## src/rtl/switch_debouncer_pkg.sv

```systemverilog
// Shared board constants for the switch debouncer and its users.
// The default sample divider gives a 1 ms debounce tick at the board clock.
package switch_debouncer_pkg;

  localparam int unsigned CLK_HZ         = 100_000_000;
  localparam int unsigned DEBOUNCE_HZ    = 1_000;
  localparam int unsigned SW_WIDTH       = 8;
  localparam int unsigned SAMPLE_DIV_DEF = CLK_HZ / DEBOUNCE_HZ;
  localparam int unsigned STABLE_DEF     = 4;

  // Width needed to hold values 0..n-1; never less than one bit.
  function automatic int unsigned cnt_width(input int unsigned n);
    return (n > 1) ? $clog2(n) : 1;
  endfunction

endpackage

```

## src/rtl/debounce_bit.sv

```systemverilog
// One debounced switch bit: commits din to dout after STABLE_SAMPLES
// consecutive mismatching sample ticks.
module debounce_bit
  import switch_debouncer_pkg::*;
#(
  parameter int unsigned STABLE_SAMPLES = STABLE_DEF
) (
  input  logic clk,
  input  logic reset_n,
  input  logic tick,
  input  logic din,
  output logic dout,
  output logic commit
);

  localparam int unsigned       SW   = $clog2(STABLE_SAMPLES) + 1;
  localparam logic [SW-1:0]     LAST = SW'(STABLE_SAMPLES - 1);

  logic [SW-1:0] scnt_q, scnt_d;
  logic          dout_q, dout_d;

  always_comb begin
    scnt_d = scnt_q;
    dout_d = dout_q;
    commit = 1'b0;
    if (tick) begin
      if (din == dout_q) begin
        scnt_d = '0;
      end else if (scnt_q == LAST) begin
        dout_d = din;
        scnt_d = '0;
        commit = 1'b1;
      end else begin
        scnt_d = scnt_q + SW'(1);
      end
    end
  end

  always_ff @(posedge clk or negedge reset_n) begin
    if (!reset_n) begin
      scnt_q <= '0;
      dout_q <= 1'b0;
    end else begin
      scnt_q <= scnt_d;
      dout_q <= dout_d;
    end
  end

  assign dout = dout_q;

endmodule

```

## src/rtl/switch_debouncer.sv

```systemverilog
// Synchronises and debounces the slide switches, flags value changes and
// reports when the post-reset settle window has elapsed.
module switch_debouncer
  import switch_debouncer_pkg::*;
#(
  parameter int unsigned WIDTH          = SW_WIDTH,
  parameter int unsigned SAMPLE_DIV     = SAMPLE_DIV_DEF,
  parameter int unsigned STABLE_SAMPLES = STABLE_DEF
) (
  input  logic             clk,
  input  logic             reset_n,
  input  logic [WIDTH-1:0] sw_raw,
  output logic [WIDTH-1:0] sw_clean,
  output logic             sw_changed,
  output logic             sw_valid
);

  localparam int unsigned   PW    = cnt_width(SAMPLE_DIV);
  localparam logic [PW-1:0] PLAST = PW'(SAMPLE_DIV - 1);
  localparam int unsigned   TW    = $clog2(STABLE_SAMPLES + 1);
  localparam logic [TW-1:0] TMAX  = TW'(STABLE_SAMPLES);
  localparam logic [TW-1:0] TLAST = TW'(STABLE_SAMPLES - 1);

  logic [WIDTH-1:0] sync1_q, sync2_q;
  logic [PW-1:0]    pcnt_q, pcnt_d;
  logic [TW-1:0]    settle_q, settle_d;
  logic             valid_q, valid_d;
  logic             changed_q;
  logic             tick;
  logic [WIDTH-1:0] commit;

  assign tick = (pcnt_q == PLAST);

  always_comb begin
    pcnt_d   = tick ? '0 : pcnt_q + PW'(1);
    settle_d = settle_q;
    valid_d  = valid_q;
    if (tick && settle_q != TMAX) begin
      settle_d = settle_q + TW'(1);
    end
    // Valid rises on the same edge as any bit held high through reset commits.
    if (tick && settle_q == TLAST) begin
      valid_d = 1'b1;
    end
  end

  always_ff @(posedge clk or negedge reset_n) begin
    if (!reset_n) begin
      sync1_q   <= '0;
      sync2_q   <= '0;
      pcnt_q    <= '0;
      settle_q  <= '0;
      valid_q   <= 1'b0;
      changed_q <= 1'b0;
    end else begin
      sync1_q   <= sw_raw;
      sync2_q   <= sync1_q;
      pcnt_q    <= pcnt_d;
      settle_q  <= settle_d;
      valid_q   <= valid_d;
      changed_q <= |commit;
    end
  end

  for (genvar i = 0; i < WIDTH; i++) begin : g_bit
    debounce_bit #(
      .STABLE_SAMPLES(STABLE_SAMPLES)
    ) u_bit (
      .clk    (clk),
      .reset_n(reset_n),
      .tick   (tick),
      .din    (sync2_q[i]),
      .dout   (sw_clean[i]),
      .commit (commit[i])
    );
  end

  assign sw_changed = changed_q;
  assign sw_valid   = valid_q;

endmodule

```

## config.mk

```make
export PLATFORM = sky130hd
export DESIGN_NAME = switch_debouncer
export DESIGN_NICKNAME = d
export VERILOG_FILES = /design/src/rtl/switch_debouncer_pkg.sv /design/src/rtl/debounce_bit.sv /design/src/rtl/switch_debouncer.sv
export SDC_FILE = /design/constraint.sdc
export NUM_CORES = 1
export LEC_CHECK = 0
export ABC_AREA = 1
export BUFFER_PORTS_ARGS = -buffer_cell sky130_fd_sc_hd__buf_2
export CORE_UTILIZATION = 50
export DETAILED_ROUTE_END_ITERATION = 16
export PLACE_DENSITY = 0.7
export SYNTH_ARGS = -nofsm -noshare
export SYNTH_HDL_FRONTEND = slang
export SYNTH_SLANG_ARGS = --single-unit
```

## constraint.sdc

```tcl
create_clock -name clk -period 1.5 [get_ports clk]
set_input_delay 0.075 -clock clk [delete_from_list [all_inputs] [get_ports clk]]
set_output_delay 0.075 -clock clk [all_outputs]
set_load 0.01 [all_outputs]
```

==> Word level (Yosys, flattened, before mapping) <==
Index checks and enable logic that the tools add are counted.
Widths: inputs -> output; s select.
{ "totals": {"ff_bits": 70, "in_bits": 10, "out_inout_bits": 10, "wordCells": 111} }
{ "classes": {"n_addsub": 10, "n_eq_ne": 19, "muxes": 41, "n_bitwise": 8, "reduce_logical": 11} }
{ "op_table": {"columns": ["cell", "n"], "rows": [
  ["$mux 3", 16],
  ["$add 3x1->3 const B", 9],
  ["$eq 3x2->1 const B", 9],
  ["$mux 1", 24],
  ["$reduce_and 3->1", 8],
  ["$add 17x1->17 const B", 1],
  ["$eq 17x17->1 const B", 1],
  ["$mux 17", 1],
  ["$eq 1x1->1", 8],
  ["$not 1->1", 8],
  ["$reduce_or 8->1", 1],
  ["$ne 3x3->1 const B", 1],
  ["$logic_and 1x1->1", 2]
]} }

==> Logic depth before layout (Yosys ltp) <==
Gate-level depths: netlist of the first run.
{ "logic_depth": {"ltp_word": 5, "ltp_mapped": 10, "mapped_depth_nobuf": 9} }

==> Modules after synthesis <==
From an unflattened synthesis of the first run, not the netlist that was laid out.
{ "hier_totals": {"hier_cells": 401, "hier_area_um2": 3449.6} }
{ "by_module_without_submodules": {"columns": ["module", "n_inst", "cells_per_inst", "area_per_inst_um2", "seq_area_each_um2"], "rows": [
  ["debounce_bit", 8, 27, 219.0, 100.1],
  ["switch_debouncer", 1, 185, 1697.9, 950.9]
]} }

==> Worst setup path after synthesis of the first run <==
No wires, ideal clock.
{ "synth_path": {"path_kind": "register to register", "from": "register pcnt_q[0]", "to": "register g_bit[1].u_bit.scnt_q[1]", "arrival_ps": 1380, "required_ps": 1382, "path_slack_ps": 2, "stages_incl_launch_ff": 10, "n_path_buf": 1, "synth_period_minus_slack_ps": 1498, "path_cell_list": "dfrtp_1 > ha_1 > nand2_2 > nor2_8 > nand3_4 > nor2_8 > nand2_4 > buf_6 > nand2_2 > o21ai_2"} }
{ "synth_between": {"elab_chain_cells": 1} }
{ "synth_rtl": {"columns": ["item", "line_no", "source"], "rows": [
  ["start: declaration", "switch_debouncer.sv:25", "logic [PW-1:0] pcnt_q, pcnt_d;"],
  ["start signal: assignment", "switch_debouncer.sv:58", "pcnt_q <= pcnt_d;"],
  ["$eq 17x17->1", "switch_debouncer.sv:32", "assign tick = (pcnt_q == PLAST);"],
  ["end signal: assignment", "debounce_bit.sv:44", "scnt_q <= scnt_d;"],
  ["end: declaration", "debounce_bit.sv:19", "logic [SW-1:0] scnt_q, scnt_d;"]
]} }
Every way passes these cells.
A chain may end at the register's enable or synchronous reset.

==> Final worst setup path of the first run <==
{ "layout_path": {"from": "register pcnt_q[1]", "to": "register g_bit[7].u_bit.scnt_q[2]"} }
{ "layout_between": {"elab_chain_cells": 1} }
{ "layout_rtl": {"columns": ["item", "line_no"], "rows": [
  ["$eq 17x17->1", "switch_debouncer.sv:32"],
  ["end signal: assignment", "debounce_bit.sv:44"],
  ["end: declaration", "debounce_bit.sv:19"]
]} }
Every way passes these cells.

==> results of run 1 <==
==> power by group <==
part / switching [uW] / internal, uW / leakage (uW)
sequential: 11.8 / 1910 / 0.000920
clock: 654 / 629 / 0.0000756
combinational: 61.9 / 40.4 / 0.00125
total: 728 / 2580 / 0.00225
==> worst max path at each step <==
stage,endpoint,depth (start not counted),startpoint,slack (ns)
after floorplan,g_bit[1].u_bit.scnt_q[1],9,pcnt_q[0],0.002
after global placement,g_bit[4].u_bit.scnt_q[2],9,pcnt_q[0],0.02
after detailed placement,g_bit[7].u_bit.scnt_q[2],9,pcnt_q[0],-0.02
after CTS,g_bit[4].u_bit.scnt_q[1],8,pcnt_q[1],-0.005
after global routing,g_bit[6].u_bit.scnt_q[1],8,pcnt_q[1],-0.09
final,g_bit[7].u_bit.scnt_q[2],9,pcnt_q[1],-0.01
==> kinds of logic after synthesis <==
logic type      after synthesis
compound gates               26
xor+xnor                     11
fa+ha+maj                    12
buf+inv                      68
flops                        70
simple gates                245
==> state kept, by name, summed over array words and instances, names as in the netlist <==
register	cells
sync1_q	8
g_bit.u_bit.scnt_q	24
sw_changed	1
g_bit.u_bit.dout	8
pcnt_q	17
sw_valid	1
sync2_q	8
settle_q	3
==> area by class of cell <==
class	instances	share of cell area, %
Inverter	52	4.44
Sequential cell	70	40.0
Multi-Input combinational cell	294	38.7
Clock buffer	13	3.39
Timing Repair Buffer	55	10.5
Tap cell	99	2.82
Clock inverter	1	0.171
==> cell usage after synthesis <==
library cell	instances	area share (%)
nor2_1	58	5.9
a31oi_1	1	0.17
nand4_1	15	2.5
o21ai_0	1	0.13
nor3_1	3	0.40
ha_1	12	4.0
inv_1	45	4.6
nand3_2	1	0.27
nor2_8	2	1.1
buf_4	8	1.6
inv_2	6	0.61
nor2_2	1	0.17
clkinv_1	1	0.10
nor3_4	1	0.44
and2_1	6	1.0
dfrtp_1	70	47
buf_6	5	1.5
nand3_4	1	0.47
nand3_1	31	4.2
xor2_1	11	2.6
buf_2	3	0.40
nand2_2	19	3.2
o21ai_2	23	5.4
nand2_4	1	0.30
or2_2	2	0.34
nand3b_1	7	1.4
a21oi_1	1	0.13
nand2_1	97	9.8
==> layout by cell type, fill, tap and decap left out, types with 3 or more instances in the layout <==
cell | Yosys | routed
nand4_1 | 15 | 15
nand3_1 | 31 | 23
ha_1 | 12 | 11
nand3b_1 | 7 | 7
clkbuf_1 | 0 | 3
inv_2 | 6 | 6
nand2_2 | 19 | 19
nand2_1 | 97 | 95
clkbuf_8 | 0 | 10
nor2_1 | 58 | 57
buf_2 | 3 | 19
inv_1 | 45 | 45
o21ai_2 | 23 | 23
dlygate4sd3_1 | 0 | 9
dfrtp_2 | 0 | 4
and2_1 | 6 | 6
nand2_4 | 1 | 3
xor2_1 | 11 | 11
dfrtp_1 | 70 | 66
buf_4 | 8 | 21
nand3_2 | 1 | 9
==> through the flow <==
| stage | setup TNS (ns) | hold slack, ns | util, % |
|---|---|---|---|
| after floorplan | 0 | -0.221 | - |
| after global placement | 0 | 0.131 | 55.3 |
| after detailed placement | -0.104 | 0.131 | 55.3 |
| after CTS | -0.0190 | 0.300 | 59.5 |
| after global routing | -2.52 | 0.329 | 60.9 |
| final | -0.0510 | 0.290 | 60.9 |
==> layer usage <==
layer,up-vias,GRT usage (%)
li1,1457,-
met1,1357,26.8
met2,29,33.2
met3,8,5.09
met4,0,9.09
met5,-,0
==> repair_timing <==
| item | CTS | global route |
|---|---|---|
| hold buffers | 9 | 0 |
| endpoints found under the hold margin | 78 | 0 |
| endpoints found under the setup margin | 14 | 43 |
| pin swaps | 5 | 1 |
| buffers inserted | 1 | 2 |
| gates cloned | 1 | 1 |
| gates resized for setup | 6 | 18 |
==> worst reg2reg max path: cells and delay by family (launching register included) <==
kind,cells,cell delay (ns)
adders and majority gates,1,0.21
buffers and inverters,1,0.17
AOI/OAI and AO/OA,1,0.05
DFF,1,0.35
and+or+nand+nor,6,0.63
==> metrics.csv, run 1 <==
metric,value,unit
dr.pass1.iters,4,
wl_met1,3510,um
period_needed,1.51,ns
antenna_found_initial,0,
critPathRequiredTime,1.74,ns
hold_violations,0,
highest_layer,met4,
wl_met3,150,um
design_power_total,3310,uW
die_h,88.2,um
r2r_end,g_bit[7].u_bit.scnt_q[2],
dpl.hpwl,4810,um
multiInputGateArea,1700,sq um
clock_latency,0.34,ns
syn_inst,432,
port_buffers,19,
root_buffer,clkbuf_8,
max_freq,662,MHz
synth.distinct_cells,28,
min_path_type,input port to async pin,
htreeDepth,3,
synth-xor-area-share,2.60,%
cpMostUsedCell,nand2_4,
synth_mux_area_share,0,%
worst_slack,-0.00961,ns
drive_above_1_share,27.0,%
drc,0,
fin_cells,584,
crit_buf_inv,1,
via_per_inst,4.88,
ant_nets,0,
synthSimpleGateAreaFrac,31.5,%
cp_slowest_stage_delay,0.35,ns
fin_nets,504,
grt_pass1_wl,12000,um
final_area,4400,sq um
io_pins,20,
avgSynthCellArea,8.59,sq um
n_antenna_cell,0,
grtUsageTotal,20.7,%
setup_viol,12,
power_leakage,0.00225,uW
ys_seq_area_share,47.2,%
crit_fanout,8,
end_kind,flip-flop,
drt-initial-drc-count,163,
place_area,3990,sq um
gp_congestion,0.865,
tightest_slew,0.374,ns
failed_checks,negative setup slack,
synth_adder_area_share,4.05,%
ff2ff_path_depth,9,
power.density,752,nW/um^2
fin_crit_sh,101,%
synth_fp_nets,454,
syn_to_final_growth,18.5,%
tritoncts,built,
core_area,7210,sq um
rsz0062_at_grt,true,
vias,2851,
synth_area,3710,sq um
timing.slew.headroom,75.1,%
report.final.slew_viol_count,0,
critPathArrivalTime,1.75,ns
r2r_start,pcnt_q[1],
grt_max_degree,71,
grt_overflow,0,
fin_skew,0.00363,ns
vdd_drop_max,417,uV
drv_cap,0,
wl,7350,um
synth_top_family_by_area,simple AND/OR/NAND/NOR gates,
die_x,88.2,um
seqCellArea,1760,sq um
critPathTopFamily,simple AND/OR/NAND/NOR gates,
dp_slack,-0.0178,ns
grt_pass1_vias,2651,
dieArea,7770,sq um
numClockSinks,70,
ys_warn_count,0,
start_util,51.4,%
placed_cells,556,
wl_met2,3580,um
rows,31,
clk_path_buf_depth,2,
crit_type,flip-flop to flip-flop,
synth_compound_area_share,5.87,%
r2r_slack,-0.01,ns
cts_buffers,9,
crit_slowest_cell,dfrtp_1,
synth_seq_cells,70,
avgRoutedWirePerCell,12.6,um
cts.clk_slew.worst_paths,0.07,ns
status,"finished, violations left",
critical_path.cell_chain,"ha_2, nand2_4, nor2_8, nand3_2, nor2_4, nand2_4, buf_12, nand2_2, o21ai_2",
fillers,634,
cp-start-kind,flip-flop,
Note: power is estimated with default switching activity, not from simulation.
==> run 2: changes to the inputs <==
- ABC_AREA: 1 -> unset
==> metrics.csv, run 2 <==
metric,value,unit,change
place_area,3560,sq um,-11%
crit_slowest_cell,dfrtp_1,,
grt_max_degree,36,,-49%
ys_top_cells_by_count,"dfrtp_1, nor2_1, nand3_1, nand2_1, inv_1",,
hold_violations,0,,unchanged
seqCellArea,1750,sq um,-0.28%
ff2ff_path_depth,5,,-4
fin_cells,432,,-26%
switching_share,21.7,%,-0.33 points
numClockSinks,70,,unchanged
reg.largest.list,"g_bit.u_bit.scnt_q x24, pcnt_q x17",,
mostFrequentLayoutCell,dfrtp_1,,
top_register,g_bit.u_bit.scnt_q,,
dr.pass1.iters,4,,unchanged
yosysMostFrequentCell,dfrtp_1,,
port_buffers,19,,unchanged
crit_buf_inv,1,,unchanged
critical_path_depth,5,,-4
vdd_drop_max,752,uV,+80%
wl,6160,um,-16%
avgSynthCellArea,10.9,sq um,+27%
ys_seq_area_share,56.0,%,+8.8 points
rows,28,,-9.7%
report.final.slew_viol_count,0,,unchanged
drc,0,,unchanged
io_pins,20,,unchanged
failed_checks,negative setup slack,,
tritoncts,built,,
power.density,852,nW/um^2,+13%
synth_fp_nets,309,,-32%
cp-start-kind,flip-flop,,
critical_path.cell_chain,"nor4b_4, nand4b_4, buf_6, a21oi_4, mux2_4",,
start_util,52.2,%,+0.80 points
r2r_slack,-0.17,ns,-0.16 ns
rsz0062_at_grt,true,,
avgRoutedWirePerCell,14.3,um,+13%
fillers,424,,-33%
dp_slack,-0.220,ns,-0.202 ns
p_comb_share,3.2,%,about the same
syn_inst,287,,-34%
internal_power,2750,uW,+6.8%
critPathTopFamily,simple AND/OR/NAND/NOR gates,,
use_met2,37.5,%,+4.3 points
grt_pass1_vias,2243,,-15%
antenna_found_initial,0,,unchanged
r2r_start,pcnt_q[14],,
min_path_type,input port to async pin,,
worst_slack,-0.172,ns,-0.162 ns
tns,-4.55,ns,-4.49 ns
design_power_total,3520,uW,+6.3%
crit_fanout,6,,-2
critPathRequiredTime,1.73,ns,about the same
drt-initial-drc-count,96,,-41%
period_needed,1.67,ns,+0.162 ns
gp_congestion,0.830,,-4.0%
max_freq,598,MHz,-9.7%
placed_cells,400,,-28%
synth_seq_cells,70,,unchanged
n_antenna_cell,0,,unchanged
ant_nets,0,,unchanged
largest_reg_flops,24,,unchanged
seqPwrFrac,54.6,%,-3.5 points
synth_area,3130,sq um,-16%
cts_buffers,9,,unchanged
final_area,4120,sq um,-6.2%
drv_cap,0,,unchanged
dpl.hpwl,3780,um,-21%
met1_usage,25.2,%,-1.6 points
cp_slowest_stage_delay,0.42,ns,+0.07 ns
grtUsageMet3,7.19,%,+2.1 points
drive_above_1_share,36.4,%,+9.4 points
end_kind,flip-flop,,
busiest_layer,met2,,
power_leakage,0.00196,uW,-13%
vias,2198,,-23%
root_buffer,clkbuf_8,,
synth_edf_count,0,,unchanged
fin_skew,0.00798,ns,+0.00435 ns
status,"finished, violations left",,
synthFlopType,dfrtp_1,,
power.switching,762,uW,+4.7%
via_per_inst,5.09,,+4.2%
tightest_slew,0.451,ns,+0.0771 ns
multiInputGateArea,1420,sq um,-16%
fin_nets,375,,-26%
critPathArrivalTime,1.90,ns,+0.15 ns
grt_overflow,0,,unchanged
setup_viol,42,,+30
syn_to_final_growth,31.8,%,
dieArea,6580,sq um,-15%
pwr-share-clk,42.2,%,+3.4 points
htreeDepth,3,,unchanged
core_area,5990,sq um,-17%
grt_pass1_wl,10300,um,-14%
mostFrequentLayoutCells,"dfrtp_1, buf_4, nand2_1, nor2_1",,
clock_latency,0.35,ns,about the same
yosys.area.top_type_share,56.0,%,+8.8 points
synth.distinct_cells,35,,+25%
synth_top_area_cell,dfrtp_1,,
crit_type,flip-flop to flip-flop,,
timing.slew.headroom,70.0,%,-5.1 points
grtUsageTotal,21.9,%,+1.2 points
die_x,81.1,um,-8.0%
ys_warn_count,0,,unchanged
synth_area_leaders,"dfrtp_1, ha_1, nor2_1",,
cts.clk_slew.worst_paths,0.07,ns,about the same
die_h,81.1,um,-8.0%
async_flop_share,100,%,unchanged
clk_path_buf_depth,2,,unchanged
r2r_end,settle_q[1],,
fin_crit_sh,111,%,+11 points
## run 2: changes by cell type after synthesis, sizes merged, moves of 5 or more
cell	change
o21ai	-14
a21oi	+7
nor2	-21
nand3b	-7
inv	-32
and2	-5
nand4	-13
nand3	-9
mux2	+9
xnor2	+13
nand2b	+8
nand2	-94
## run 2: layer usage
layer	part of all wire, %	up-vias
met4	2.1	0
li1	-	1076
met3	2.6	12
met2	50	25
met5	0	-
met1	45	1085
## run 2: per-stage QoR
step	util, %	hold WS (ns)
floorplan	-	-0.221
global placement	59.5	0.0453
detailed placement	59.5	0.0455
CTS	68.5	0.204
global route	68.8	0.246
finish	68.8	0.198
## run 2: area by class of cell
| cell class | count | share of cell area, % |
|---|---|---|
| sequential | 70 | 42.5 |
| clock buffer | 11 | 3.43 |
| clock inverter | 4 | 1.15 |
| multi-input combinational | 183 | 34.5 |
| inverter | 19 | 1.73 |
| tap | 75 | 2.28 |
| timing repair buffer | 70 | 14.4 |
## run 2: cells by family (layout without fill, tap and decap cells)
family,after synthesis,count (layout),synth area share [%]
adders and majority gates,12,12,4.80
DFF,70,70,56.0
buffers and inverters,34,104,6.36
xor gates and xnor gates,22,22,6.16
muxes,11,11,3.88
and+or+nand+nor,114,114,18.6
AOI/OAI and AO/OA,24,24,4.28
## run 2: worst max path at each step
stage,from,endpoint,slack (ns)
2_1_floorplan,pcnt_q[0],settle_q[1],-0.17
3_3_place_gp,pcnt_q[1],g_bit[1].u_bit.scnt_q[1],-0.20
3_5_place_dp,pcnt_q[0],g_bit[0].u_bit.scnt_q[0],-0.22
4_1_cts,pcnt_q[13],g_bit[7].u_bit.scnt_q[1],-0.15
5_1_grt,pcnt_q[14],settle_q[1],-0.22
6_report,pcnt_q[14],settle_q[1],-0.17
## run 2: power groups by stage
| stage | Clock [uW] | Combinational (uW) | Sequential, uW |
|---|---|---|---|
| after floorplan | 0 | 29.1 | 1950 |
| after global placement | 0 | 94.9 | 1950 |
| after CTS | 1510 | 115 | 1920 |
| after global routing | 1600 | 130 | 1920 |
| after detailed placement | 0 | 95.9 | 1950 |
| final | 1480 | 114 | 1920 |
## run 2: repair_timing
action / 4_1_cts / 5_1_grt
endpoints found under the setup margin: 42 / 47
resized for setup: 39 / 21
hold buffers: 9 / 0
cloned: 2 / 0
pin swaps: 16 / 12
setup buffers: 9 / 0
endpoints found under the hold margin: 24 / 0
## run 2: worst reg2reg max path, delay by kind of cell (launching register included)
| kind | cells | cell delay (ns) |
|---|---|---|
| muxes | 1 | 0.32 |
| AOI/OAI and AO/OA | 1 | 0.14 |
| buffers and inverters | 1 | 0.17 |
| DFF | 1 | 0.42 |
| and+or+nand+nor | 2 | 0.51 |
